## src/rtl/frame_transmittion_select_param.sv

```systemverilog
// frame_transmittion_select_param: delays host frames through a header line and forwards each frame as TSN or standard, or discards it.
// Latency: ETYPE_OFS+3 cycles from input beat to ov_data (ETYPE_OFS+2 delay entries plus the output register).
// Backpressure: none; a beat is accepted every cycle and input gaps pass through unchanged. Define FTS_DISCARD_CNT_EN to build ov_discard_cnt.
module frame_transmittion_select_param #(
  parameter int          DATA_W      = 9,
  parameter int          ETYPE_OFS   = 12,
  parameter logic [15:0] TSN_ETYPE   = 16'h1800,
  parameter logic [2:0]  ST_MAX_TYPE = 3'd2,
  parameter int          MAX_LEN     = 2047,
  parameter int          CNT_W       = 32
) (
  input  logic              i_clk,
  input  logic              i_rst,
  input  logic              i_rc_rxenable,
  input  logic              i_st_rxenable,
  input  logic              i_hardware_initial_finish,
  input  logic [DATA_W-1:0] iv_data,
  input  logic              i_data_wr,
  output logic [DATA_W-1:0] ov_data,
  output logic              o_data_wr,
  output logic [15:0]       ov_eth_type,
  output logic              o_standardpkt_tsnpkt_flag,
  output logic              o_len_err,
  output logic [CNT_W-1:0]  ov_tsn_pkt_cnt,
  output logic [CNT_W-1:0]  ov_std_pkt_cnt,
  output logic [CNT_W-1:0]  ov_discard_cnt
);

  localparam int D     = ETYPE_OFS + 2;
  localparam int LEN_W = $clog2(MAX_LEN + 1);
  localparam int MRK   = DATA_W - 1;

  typedef enum logic [1:0] {IDLE, TRAN, DISCARD} state_t;

  state_t            state;
  state_t            state_nxt;

  // Delay line: entry 0 is the oldest beat, entry D-1 the newest.
  logic [D-1:0]      dl_vld;
  logic [DATA_W-1:0] dl_dat [D];

  logic [LEN_W-1:0]  beat_cnt;
  logic [LEN_W-1:0]  cnt_nxt;
  logic [LEN_W-1:0]  cnt_inc;

  logic [DATA_W-1:0] data_nxt;
  logic              wr_nxt;
  logic [15:0]       etype_nxt;
  logic              flag_nxt;
  logic              len_err_nxt;
  logic              inc_tsn;
  logic              inc_std;

  logic              old_vld;
  logic [DATA_W-1:0] old_dat;
  logic [15:0]       etype;
  logic              frame_start;
  logic              hdr_bad;
  logic              is_tsn;
  logic              is_st;
  logic              fwd_ok;
  logic              fwd_flag;

  assign old_vld     = dl_vld[0];
  assign old_dat     = dl_dat[0];
  assign etype       = {dl_dat[D-2][7:0], dl_dat[D-1][7:0]};
  assign frame_start = old_vld && old_dat[MRK];
  assign is_tsn      = (etype == TSN_ETYPE);
  assign is_st       = (old_dat[7:5] <= ST_MAX_TYPE);
  assign cnt_inc     = beat_cnt + LEN_W'(1);

  // Shift the header delay line every cycle; idle input cycles enter as empty entries.
  always_ff @(posedge i_clk) begin
    if (i_rst) begin
      dl_vld <= '0;
      for (int i = 0; i < D; i++) dl_dat[i] <= '0;
    end else begin
      for (int i = 0; i < D-1; i++) begin
        dl_vld[i] <= dl_vld[i+1];
        dl_dat[i] <= dl_dat[i+1];
      end
      dl_vld[D-1] <= i_data_wr;
      dl_dat[D-1] <= i_data_wr ? iv_data : '0;
    end
  end

  // The whole header must be present and marker-free behind the first beat, otherwise the frame is a runt or has a gap.
  always_comb begin
    hdr_bad = 1'b0;
    for (int i = 1; i < D; i++) begin
      if (!dl_vld[i] || dl_dat[i][MRK]) hdr_bad = 1'b1;
    end
  end

  // Per-frame forwarding decision from the configuration stage and the EtherType.
  always_comb begin
    fwd_ok   = 1'b0;
    fwd_flag = 1'b0;
    if (!hdr_bad && i_hardware_initial_finish) begin
      case ({i_rc_rxenable, i_st_rxenable})
        2'b00: begin
          fwd_ok   = !is_tsn;
          fwd_flag = 1'b1;
        end
        2'b10: begin
          fwd_ok   = !(is_tsn && is_st);
          fwd_flag = !is_tsn;
        end
        2'b11: begin
          fwd_ok   = 1'b1;
          fwd_flag = !is_tsn;
        end
        default: begin
          fwd_ok   = 1'b0;
          fwd_flag = 1'b0;
        end
      endcase
    end
  end

`ifdef FTS_DISCARD_CNT_EN
  logic             inc_disc;
  logic [CNT_W-1:0] disc_cnt;
`endif

  // Next-state and next-output logic of the frame FSM.
  always_comb begin
    state_nxt   = state;
    cnt_nxt     = beat_cnt;
    data_nxt    = '0;
    wr_nxt      = 1'b0;
    etype_nxt   = ov_eth_type;
    flag_nxt    = o_standardpkt_tsnpkt_flag;
    len_err_nxt = 1'b0;
    inc_tsn     = 1'b0;
    inc_std     = 1'b0;
`ifdef FTS_DISCARD_CNT_EN
    inc_disc    = 1'b0;
`endif
    case (state)
      IDLE: begin
        etype_nxt = '0;
        flag_nxt  = 1'b0;
        cnt_nxt   = '0;
        if (frame_start) begin
          etype_nxt = etype;
          if (fwd_ok) begin
            data_nxt  = old_dat;
            wr_nxt    = 1'b1;
            flag_nxt  = fwd_flag;
            cnt_nxt   = LEN_W'(1);
            inc_std   = fwd_flag;
            inc_tsn   = !fwd_flag;
            state_nxt = TRAN;
          end else begin
            state_nxt = DISCARD;
`ifdef FTS_DISCARD_CNT_EN
            inc_disc  = 1'b1;
`endif
          end
        end
      end
      TRAN: begin
        data_nxt = old_dat;
        wr_nxt   = old_vld;
        if (old_vld) begin
          cnt_nxt = cnt_inc;
          if (old_dat[MRK]) begin
            state_nxt = IDLE;
          end else if (cnt_inc == LEN_W'(MAX_LEN)) begin
            // Close the frame early so downstream sees a well-formed end, then drop the rest.
            data_nxt[MRK] = 1'b1;
            len_err_nxt   = 1'b1;
            state_nxt     = DISCARD;
          end
        end
      end
      DISCARD: begin
        flag_nxt = 1'b0;
        if (old_vld && old_dat[MRK]) state_nxt = IDLE;
      end
      default: begin
        state_nxt = IDLE;
      end
    endcase
  end

  // State, beat counter and registered outputs.
  always_ff @(posedge i_clk) begin
    if (i_rst) begin
      state                     <= IDLE;
      beat_cnt                  <= '0;
      ov_data                   <= '0;
      o_data_wr                 <= 1'b0;
      ov_eth_type               <= '0;
      o_standardpkt_tsnpkt_flag <= 1'b0;
      o_len_err                 <= 1'b0;
    end else begin
      state                     <= state_nxt;
      beat_cnt                  <= cnt_nxt;
      ov_data                   <= data_nxt;
      o_data_wr                 <= wr_nxt;
      ov_eth_type               <= etype_nxt;
      o_standardpkt_tsnpkt_flag <= flag_nxt;
      o_len_err                 <= len_err_nxt;
    end
  end

  // Forwarded-frame statistics per class; they wrap naturally.
  always_ff @(posedge i_clk) begin
    if (i_rst) begin
      ov_tsn_pkt_cnt <= '0;
      ov_std_pkt_cnt <= '0;
    end else begin
      if (inc_tsn) ov_tsn_pkt_cnt <= ov_tsn_pkt_cnt + CNT_W'(1);
      if (inc_std) ov_std_pkt_cnt <= ov_std_pkt_cnt + CNT_W'(1);
    end
  end

`ifdef FTS_DISCARD_CNT_EN
  // Frames dropped at the decision point; truncated remainders are not counted.
  always_ff @(posedge i_clk) begin
    if (i_rst) disc_cnt <= '0;
    else if (inc_disc) disc_cnt <= disc_cnt + CNT_W'(1);
  end
  assign ov_discard_cnt = disc_cnt;
`else
  assign ov_discard_cnt = '0;
`endif

endmodule

```

## config.mk

```make
export PLATFORM = sky130hd
export DESIGN_NAME = frame_transmittion_select_param
export DESIGN_NICKNAME = d
export VERILOG_FILES = /design/src/rtl/frame_transmittion_select_param.sv
export SDC_FILE = /design/constraint.sdc
export NUM_CORES = 1
export LEC_CHECK = 0
export CORE_MARGIN = 5
export CORE_UTILIZATION = 50
export DETAILED_ROUTE_END_ITERATION = 16
export PLACE_DENSITY = 0.75
export SYNTH_ARGS = -nofsm -noshare
export SYNTH_HDL_FRONTEND = slang
export SYNTH_SLANG_ARGS = --single-unit
```

## constraint.sdc

```tcl
create_clock -name i_clk -period 2.55 [get_ports i_clk]
set_input_delay 0.51 -clock i_clk [delete_from_list [all_inputs] [get_ports i_clk]]
set_output_delay 0.51 -clock i_clk [all_outputs]
set_load 0.01 [all_outputs]
```

### Word level (Yosys, flattened, before mapping)

Memory sizes are Yosys's and may differ from the RTL's.
Index checks and enable logic that the tools add are counted.

| storage, ports and cells | value |
|---|---|
| memories | 1 |
| word-level logic and storage cells | 145 |
| RAM bits | 126 |
| input port bits | 15 |
| register bits after elaboration | 119 |

| operators by class | value |
|---|---|
| equal/unequal tests | 10 |
| bitwise logic cells | 16 |
| $lt $le $gt $ge | 1 |
| add/subtract/negate cells | 3 |
| reductions and logical operators | 41 |
| multiplexer cells | 63 |

Memories:

| name | words | bits a word | rd ports | clocked after memory_dff | write ports | line | source |
|---|---|---|---|---|---|---|---|
| dl_dat | 14 | 9 | 14 | 0 | 14 | 40 | `logic [DATA_W-1:0] dl_dat [D];` |

Operators with widths:

| cell | count |
|---|---|
| $mux 9 | 17 |
| $add 32x1->32 const B | 2 |
| $mux 1 | 31 |
| $pmux 11 s2 | 1 |
| $pmux 9 s2 | 1 |
| $logic_not 1->1 | 17 |
| $eq 16x13->1 const B | 1 |
| $mux 16 | 1 |
| $or 1x1->1 | 14 |
| $logic_or 1x1->1 | 13 |
| $mux 2 | 6 |
| $add 11x1->11 const B | 1 |
| $eq 11x11->1 const B | 1 |
| $mux 11 | 1 |
| $eq 2x2->1 const B | 3 |
| $ne 2x2->1 const B | 3 |
| $pmux 1 s2 | 3 |
| $pmux 2 s3 | 1 |
| $logic_not 2->1 | 2 |
| $reduce_and 4->1 | 1 |
| $reduce_bool 2->1 | 2 |
| $reduce_or 4->1 | 1 |
| $le 3x2->1 const B | 1 |
| $logic_and 1x1->1 | 3 |
| other kinds (6) | 7 |

### Longest topological paths before layout

Gate-level depths: netlist (run 1).

| depth | value |
|---|---|
| depth in word-level cells | 22 |
| gate-level depth with buffers | 8 |
| gate-level depth less buffers | 6 |

### Worst setup path before layout (run 1)

Ideal clock, no wire load.

| timing path | value |
|---|---|
| path kind | register -> register |
| start point | mem dl_dat[1][8] (netlist: dl_dat[0][17]) |
| end point | reg ov_std_pkt_cnt[23] |
| library setup time | 0.123 ns |
| slack | 0.280 ns |
| clock period less this slack | 2.270 ns |
| buffers on the path | 1 |
| stages on the path, launching flop included | 7 |
| arrival | 2.147 ns |
| cells stage by stage | dfxtp_1 -> or4b_4 -> nor4_4 -> nand4_2 -> buf_2 -> nor4_1 -> mux2_1 |

RTL lines:

| element | line | source |
|---|---|---|
| start: declaration | 40 |  |
| end signal: assignment | 216 | `if (inc_std) ov_std_pkt_cnt <= ov_std_pkt_cnt + CNT_W'(1);` |
| end: declaration | 25 | `output logic [CNT_W-1:0] ov_std_pkt_cnt,` |

### Final worst setup path (run 1)

| timing path | value |
|---|---|
| start point | reg dl_vld[11] |
| end point | reg ov_std_pkt_cnt[23] |

| between the ends | value |
|---|---|
| longest elaborated chain between the ends | 11 |

RTL lines:

| element | line | source |
|---|---|---|
| start: declaration | 39 | `logic [D-1:0] dl_vld;` |
| start signal: indexed assignment | 79 | `dl_vld[i] <= dl_vld[i+1];` |
| start signal: indexed assignment | 82 | `dl_vld[D-1] <= i_data_wr;` |
| $logic_not 1->1 * | 91 | `if (!dl_vld[i] \|\| dl_dat[i][MRK]) hdr_bad = 1'b1;` |
| $logic_or 1x1->1 * | 91 |  |
| $mux 1 * (3 in a row) | 91 |  |
| $logic_not 1->1 * | 99 | `if (!hdr_bad && i_hardware_initial_finish) begin` |
| $logic_and 1x1->1 * | 99 |  |
| $mux 1 | 99 |  |
| $mux 1 * | 147 | `if (fwd_ok) begin` |
| $mux 1 * | 145 | `if (frame_start) begin` |
| $mux 1 * | 140 | `case (state)` |

Mark *: on every way between the ends. The rest lies on a longest branch, timed or not.
A chain may end at the register's enable or synchronous reset.

==> results of run 1 <==
[worst min path at each step]
stage	endpoint	from	depth (start not counted)	slack, ns
3_5_place_dp	ov_data[3]	dl_dat[0][3]	1	0.41
5_1_grt	beat_cnt[3]	i_rst	2	0.39
3_3_place_gp	ov_data[4]	dl_dat[0][4]	1	0.41
4_1_cts	beat_cnt[3]	i_rst	2	0.37
2_1_floorplan	ov_data[0]	dl_dat[0][0]	1	0.41
6_report	beat_cnt[2]	i_rst	2	0.39
[cells by family (layout without fill, tap and decap cells)]
logic type               after synthesis  count (layout)  share of synthesized area (%)
buffers and inverters                101             207                           5.58
XOR/XNOR                               2               2                          0.190
adder cells (fa/ha/maj)                4               4                          0.544
other                                  1              32                         0.0408
AO/OA/AOI/OAI                        140             140                           9.80
flip-flops                           245             245                           53.3
AND/OR/NAND/NOR                      419             419                           27.5
multiplexers                          25              25                           3.05
[layout by cell type (no fill, tap or decap), types with 31 or more instances in the layout]
master / netlist / layout
a21oi_1: 55 / 55
buf_4: 32 / 33
clkdlybuf4s50_1: 0 / 105
conb_1: 1 / 32
dfxtp_1: 245 / 245
nand2_1: 38 / 38
nor2_1: 51 / 51
nor2b_1: 151 / 151
o31ai_1: 31 / 31
or4_1: 37 / 35
[area by class of cell]
class / count / area [µm²]
fill: 1487 / 6550
clock inverter: 9 / 165
tap: 229 / 287
multi-input combinational: 622 / 3930
timing repair buffer: 145 / 1430
sequential: 245 / 4900
inverter: 20 / 75.1
clock buffer: 33 / 684
[layer usage]
layer / vias up / share of wire [%] / global-route usage, %
met5: - / 0 / 0
met4: 0 / 1.5 / 3.96
met3: 24 / 6.4 / 3.74
met2: 178 / 46 / 26.5
met1: 3231 / 46 / 23.0
li1: 3466 / - / -
[stage by stage]
step	hold slack [ns]	util [%]	setup slack [ns]	setup TNS [ns]	area, µm²
after floorplan	0.406	-	0.280	0	9320
after global placement	0.408	58.8	-0.244	-9.36	10600
after detailed placement	0.412	58.8	-0.326	-12.35	10600
after CTS	0.373	63.5	0.0339	0	11500
after global routing	0.392	63.7	-0.000620	-0.000620	11500
final	0.388	63.7	0.0942	0	11500
[cells in the mapped netlist, types with 3 or more instances]
cell and number:
nand2_1 38, o21ai_0 16, nand3_1 18, nor3_1 23, inv_1 19, buf_2 5
and3_1 6, nand2b_1 3, nor2b_1 151, clkbuf_1 41, a21oi_1 55, nor4_1 11
mux2_2 6, nor4bb_1 3, a21o_1 5, or3_1 9, mux2_1 18, nor2_1 51
a22o_1 16, ha_1 4, and2_1 20, o31ai_1 31, or4_1 37, dfxtp_1 245
nand3b_1 4, buf_4 32, nand4_1 24
[what timing repair did]
action / CTS / global route
setup buffers: 0 / 1
endpoints found under the hold margin: 0 / 0
resized for setup: 1 / 3
endpoints found under the setup margin: 1 / 12
pin swaps: 0 / 1
[worst max-delay path, delay by kind of cell (launching register included)]
kind,cells,cell delay [ns]
flops,1,0.33
mux,1,0.37
buf+inv,1,0.20
simple gates,4,1.44
[sequential cells by signal, summed over array words and instances, names as in the netlist, 2 cells and up]
name            flops
ov_data             9
dl_dat            126
ov_eth_type        16
dl_vld             14
state               2
beat_cnt           11
ov_std_pkt_cnt     32
ov_tsn_pkt_cnt     32
[power by group]
part | internal [mW] | total (mW) | switching [mW]
clock network | 2.29 | 3.69 | 1.41
registers | 3.84 | 3.85 | 0.00815
logic | 0.0497 | 0.153 | 0.104
total | 6.18 | 7.70 | 1.52
==> metrics.md, run 1 <==
| Metric | Value |
|---|---|
| Hold Fails Final Rpt | 0 |
| Worst-Skew Late Latency | 0.50 ns |
| Antenna cell count | 0 |
| CTS Buf Count | 24 |
| Max-cap viol count | 0 |
| R2R Path Start | dl_vld[11] |
| P_leak | 4.23 nW |
| Mapped cell area | 9200 µm² |
| DIE AREA | 21200 µm² |
| Initial Util | 51.0% |
| Clk_skew | 0.00854 ns |
| Area of the core | 18000 µm² |
| Relative slew slack | 63.0% |
| Total number of vias | 6899 |
| Tot Pwr | 7.70 mW |
| Reg2Reg Setup Slack | 0.09 ns |
| Row cnt | 49 |
| Share of cells above drive strength 1 | 9.50% |
| CTS tree | built |
| Pin count of the biggest net entering global routing | 85 |
| Clock buffer depth | 3 |
| GPL Wtd Cong | 0.817 |
| Synthesized instance count | 937 |
| Synth async-reset ratio | 0% |
| FF-to-FF End | ov_std_pkt_cnt[23] |
| First-pass DRT Iterations | 5 |
| Max-slew violations | 0 |
| Clk root buf | clkbuf_16 |
| Routed WL | 18300 µm |
| First-pass GRT wire length | 31000 µm |
| Peak supply drop | 498 µV |
| Total grt overflow | 0 |
| Critical Path, Cell by Cell | or4bb_1, nor4_4, nand4_2, buf_12, nor4_1, mux2_1 |
| Final setup viols | 0 |
| Crit. End Element | register |
| Number of synthesized register bits | 245 |
| Fmax | 0.407 GHz |
| I/O pin count | 139 |
| Die width | 146 µm |
| Yosys top cell by area | dfxtp_1 |
| Chip height | 146 µm |
| Sinks on Clock Net | 245 |
| FF-to-FF path depth | 6 |
| Critical Path Source | dl_vld[11] |
| Detail Route Antenna Nets | 0 |
| Htree depth | 1 |
| Status | completed |
| WS Path Type | register to register |
| Area fraction of the dominant cell type after synthesis | 53.3% |
| DRC | 0 |
| Non-Filler Instances | 1303 |
| Slowest cell on the critical path | or4bb_1 |
| Hold Crit Class | input port to register |
| Port Buffers | 106 |
| Initial antenna violation count | 0 |
| Area Growth Syn to Fin | 24.7% |
| Final worst path period need | 2.46 ns |
| Final HPWL DP | 12200 µm |
| Top FF cell, synth | dfxtp_1 |
| Avg WL per Cell | 14.0 µm |
| Nets | 1077 |
| Starting DRC count in detailed routing | 444 |
| Mapped Avg Cell Area | 9.82 µm² |
| CP max FO | 32 |
| Post-synth EDFFs | 0 |
| Crit path DAT | 2.84 ns |
| Seq/Total Area, Yosys | 53.3% |
| Worst Setup EP | ov_std_pkt_cnt[23] |
| Pwr per Cell Area | 671 nW/µm² |
| Worst Tran Pin Value | 0.554 ns |
| Tcrit/Tclk final | 96.3% |
| Distinct cells, synth | 60 |
| Top post-synthesis cells by area | dfxtp_1 (53%), nor2b_1 (10%), or4_1 (3.0%), a21oi_1 (3.0%), buf_4 (2.6%) |
| Ys Warns | 0 |
| Clk slew on worst S/H paths | 0.06 ns |
| CTS Hold Bufs | 0 |
| Vias per inst | 5.29 |
| Gr usage total | 16.6% |
| Placed instance count | 1260 |
| CP peak stage delay | 0.59 ns |
| Crit start category | register |
| Vias in the first global route | 6373 |
| Worst Path Required | 2.94 ns |
Note: power is estimated with default switching activity, not from simulation.
==> run 2, diff against run 1 <==
--- a/config.mk
+++ b/config.mk
@@ -9,6 +9,7 @@
 export CORE_UTILIZATION = 50
 export DETAILED_ROUTE_END_ITERATION = 16
 export PLACE_DENSITY = 0.75
+export SETUP_SLACK_MARGIN = 0.15
 export SYNTH_ARGS = -nofsm -noshare
 export SYNTH_HDL_FRONTEND = slang
 export SYNTH_SLANG_ARGS = --single-unit
==> metrics.md, run 2 (synthesis gave the netlist of run 1 again) <==
| Metric | Value |
|---|---|
| Gr usage total | 16.6% (+0.026 points) |
| Total grt overflow | 0 (unchanged) |
| Initial Util | 51.0% (unchanged) |
| R2R Path Start | dl_vld[10] |
| Crit. End Element | register |
| Switching share of power | 19.8% (+0.063 points) |
| Worst Tran Pin Value | 0.577 ns (+0.0225 ns) |
| Area of the core | 18000 µm² (unchanged) |
| Detail Route Antenna Nets | 0 (unchanged) |
| Die width | 146 µm (unchanged) |
| Worst Hold End | beat_cnt[2] |
| First-pass DRT Iterations | 6 (+1) |
| Status | completed |
| Pin count of the biggest net entering global routing | 85 (unchanged) |
| Final worst path period need | 2.44 ns (-0.0130 ns) |
| RSZ-0062 raised after global routing | yes |
| Post-Place Worst Slack | -0.326 ns (unchanged) |
| Crit path DAT | 2.88 ns (+0.04 ns) |
| Row cnt | 49 (unchanged) |
| Max-slew violations | 0 (unchanged) |
| Relative slew slack | 61.5% (-1.5 points) |
| Vias per inst | 5.33 (+0.73%) |
| CTS tree | built |
| Critical Path, Cell by Cell | or4bb_4, nor4_4, buf_4, nand4_4, clkbuf_16, or4_4, a21oi_2 |
| Max reg flops | 126 (unchanged) |
| Combinational share of power | 2.1% (about the same) |
| Avg WL per Cell | 14.8 µm (+5.4%) |
| Worst Path Required | 2.99 ns (+0.05 ns) |
| Final Worst Setup Slack | 0.107 ns (+0.0130 ns) |
| First-pass GRT wire length | 31000 µm (+0.13%) |
| Switching power | 1.52 mW (+0.43%) |
| Top flop regs | dl_dat: 126 flops, ov_std_pkt_cnt: 32 flops, ov_tsn_pkt_cnt: 32 flops |
| Area Growth Syn to Fin | 29.3% |
| Htree depth | 1 (unchanged) |
| Antenna cell count | 0 (unchanged) |
| Share of cells above drive strength 1 | 15.2% (+5.7 points) |
| Clk root buf | clkbuf_16 |
| Core Util, Final | 66.0% (+2.3 points) |
| Worst-Skew Late Latency | 0.50 ns (about the same) |
| DIE AREA | 21200 µm² (unchanged) |
| Vias in the first global route | 6382 (+0.14%) |
| Hold depth | 2 (unchanged) |
| GPL Wtd Cong | 0.817 (unchanged) |
| Final HPWL DP | 12200 µm (unchanged) |
| Crit start category | register |
| Critical Path Source | dl_vld[10] |
| Pwr per Cell Area | 648 nW/µm² (-3.4%) |
| Peak supply drop | 500 µV (+0.26%) |
| P_leak | 4.37 nW (+3.3%) |
| Clock power frac | 47.9% (about the same) |
| CP max FO | 7 (-78%) |
| CTS Hold Bufs | 0 (unchanged) |
| Final setup viols | 0 (unchanged) |
| Initial antenna violation count | 0 (unchanged) |
| WS Path Type | register to register |
| FF-to-FF End | ov_tsn_pkt_cnt[28] |
| Hold Fails Final Rpt | 0 (unchanged) |
| Hold Crit Start | i_rst |
| Total number of vias | 7008 (+1.6%) |
| Clock buffer depth | 3 (unchanged) |
| Nets | 1088 (+1.0%) |
| CTS Buf Count | 24 (unchanged) |
| Commonest non-fill, non-tap cells in the layout | dfxtp_1 (243), nor2b_1 (151), clkdlybuf4s50_1 (105) |
| Internal power | 6.18 mW (about the same) |
| Clk slew on worst S/H paths | 0.06 ns (about the same) |
| Slowest cell on the critical path | or4bb_4 |
| FF-to-FF path depth | 7 (+1) |
| Hold Crit Class | input port to register |
| Reg2Reg Setup Slack | 0.11 ns (about the same) |
| Sequential share of power | 50.0% (about the same) |
| Port Buffers | 106 (unchanged) |
| Sinks on Clock Net | 245 (unchanged) |
| Fmax | 0.409 GHz (+0.53%) |
| Starting DRC count in detailed routing | 463 (+4.3%) |
| Routed WL | 19400 µm (+6.3%) |
| Chip height | 146 µm (unchanged) |
| Largest reg by FF count | dl_dat |
| Tcrit/Tclk final | 95.8% (-0.51 points) |
| I/O pin count | 139 (unchanged) |
| DRC | 0 (unchanged) |
| CP peak stage delay | 0.56 ns (-0.03 ns) |
| Clk_skew | 0.00838 ns (-0.000164 ns) |
| Max-cap viol count | 0 (unchanged) |
| Leading cell type in the layout, fill and taps excluded | dfxtp_1 |
run 2: changes by cell type in the layout (fill, tap and decap cells not counted), moves of 4 or more:
cell	before	now
nor4_2	1	8
o31ai_1	31	21
or4_1	35	23
a21oi_1	55	42
or4_4	3	15
a21oi_2	0	13
nor4_1	10	2
buf_4	33	39
o31ai_2	0	9
clkbuf_16	24	28
run 2: layout make-up:
type                       instances  area, µm²
clock buffer                      33        684
clock inverter                     9        165
fill                            1414       6130
inverter                          20       75.1
multi-input combinational        622       4190
sequential                       245       4910
tap                              229        287
timing repair buffer             156       1590
run 2: how the worst max path moves through the flow:
stage	to	slack [ns]
floorplan	ov_std_pkt_cnt[23]	0.28
global placement	ov_tsn_pkt_cnt[10]	-0.24
detailed placement	ov_std_pkt_cnt[23]	-0.33
CTS	ov_tsn_pkt_cnt[23]	0.15
global route	ov_tsn_pkt_cnt[11]	0.03
finish	ov_tsn_pkt_cnt[28]	0.11
run 2: repair_timing:
action / CTS / global route
endpoints found under the setup margin: 31 / 58
resized for setup: 7 / 55
setup buffers: 2 / 6
cloned: 0 / 4
pin swaps: 2 / 34
endpoints found under the hold margin: 0 / 0
run 2: critical path: cells and delay by family, from the launching register on:
kind / cells / cell delay [ns]
buf+inv: 2 / 0.39
compound gates: 1 / 0.14
flops: 1 / 0.32
simple gates: 4 / 1.51
run 2: layer usage:
metal,wire [µm],track usage [%],vias to the layer above
met5,0,0,-
met4,355,3.96,0
met3,1380,3.74,28
met2,9060,26.6,210
met1,8660,23.0,3288
li1,-,-,3482
run 2: metrics by stage:
step	cell area, µm²	std cells	TNS (ns)	total power, mW	hold slack, ns
finish	11900	1314	0	7.71	0.387
floorplan	9320	968	0	4.07	0.406
global route	11900	1314	0	7.96	0.393
detailed placement	10600	1260	-12.35	4.09	0.412
global placement	10600	1260	-9.36	4.08	0.408
CTS	11500	1304	0	7.79	0.373
run 2: power by group through the flow:
stage               logic, mW  registers (mW)  clock network (mW)
CTS                     0.154            3.85                3.78
global placement        0.146            3.94                   0
global route            0.174            3.85                3.94
detailed placement      0.148            3.94                   0
finish                  0.159            3.85                3.70
floorplan               0.137            3.94                   0
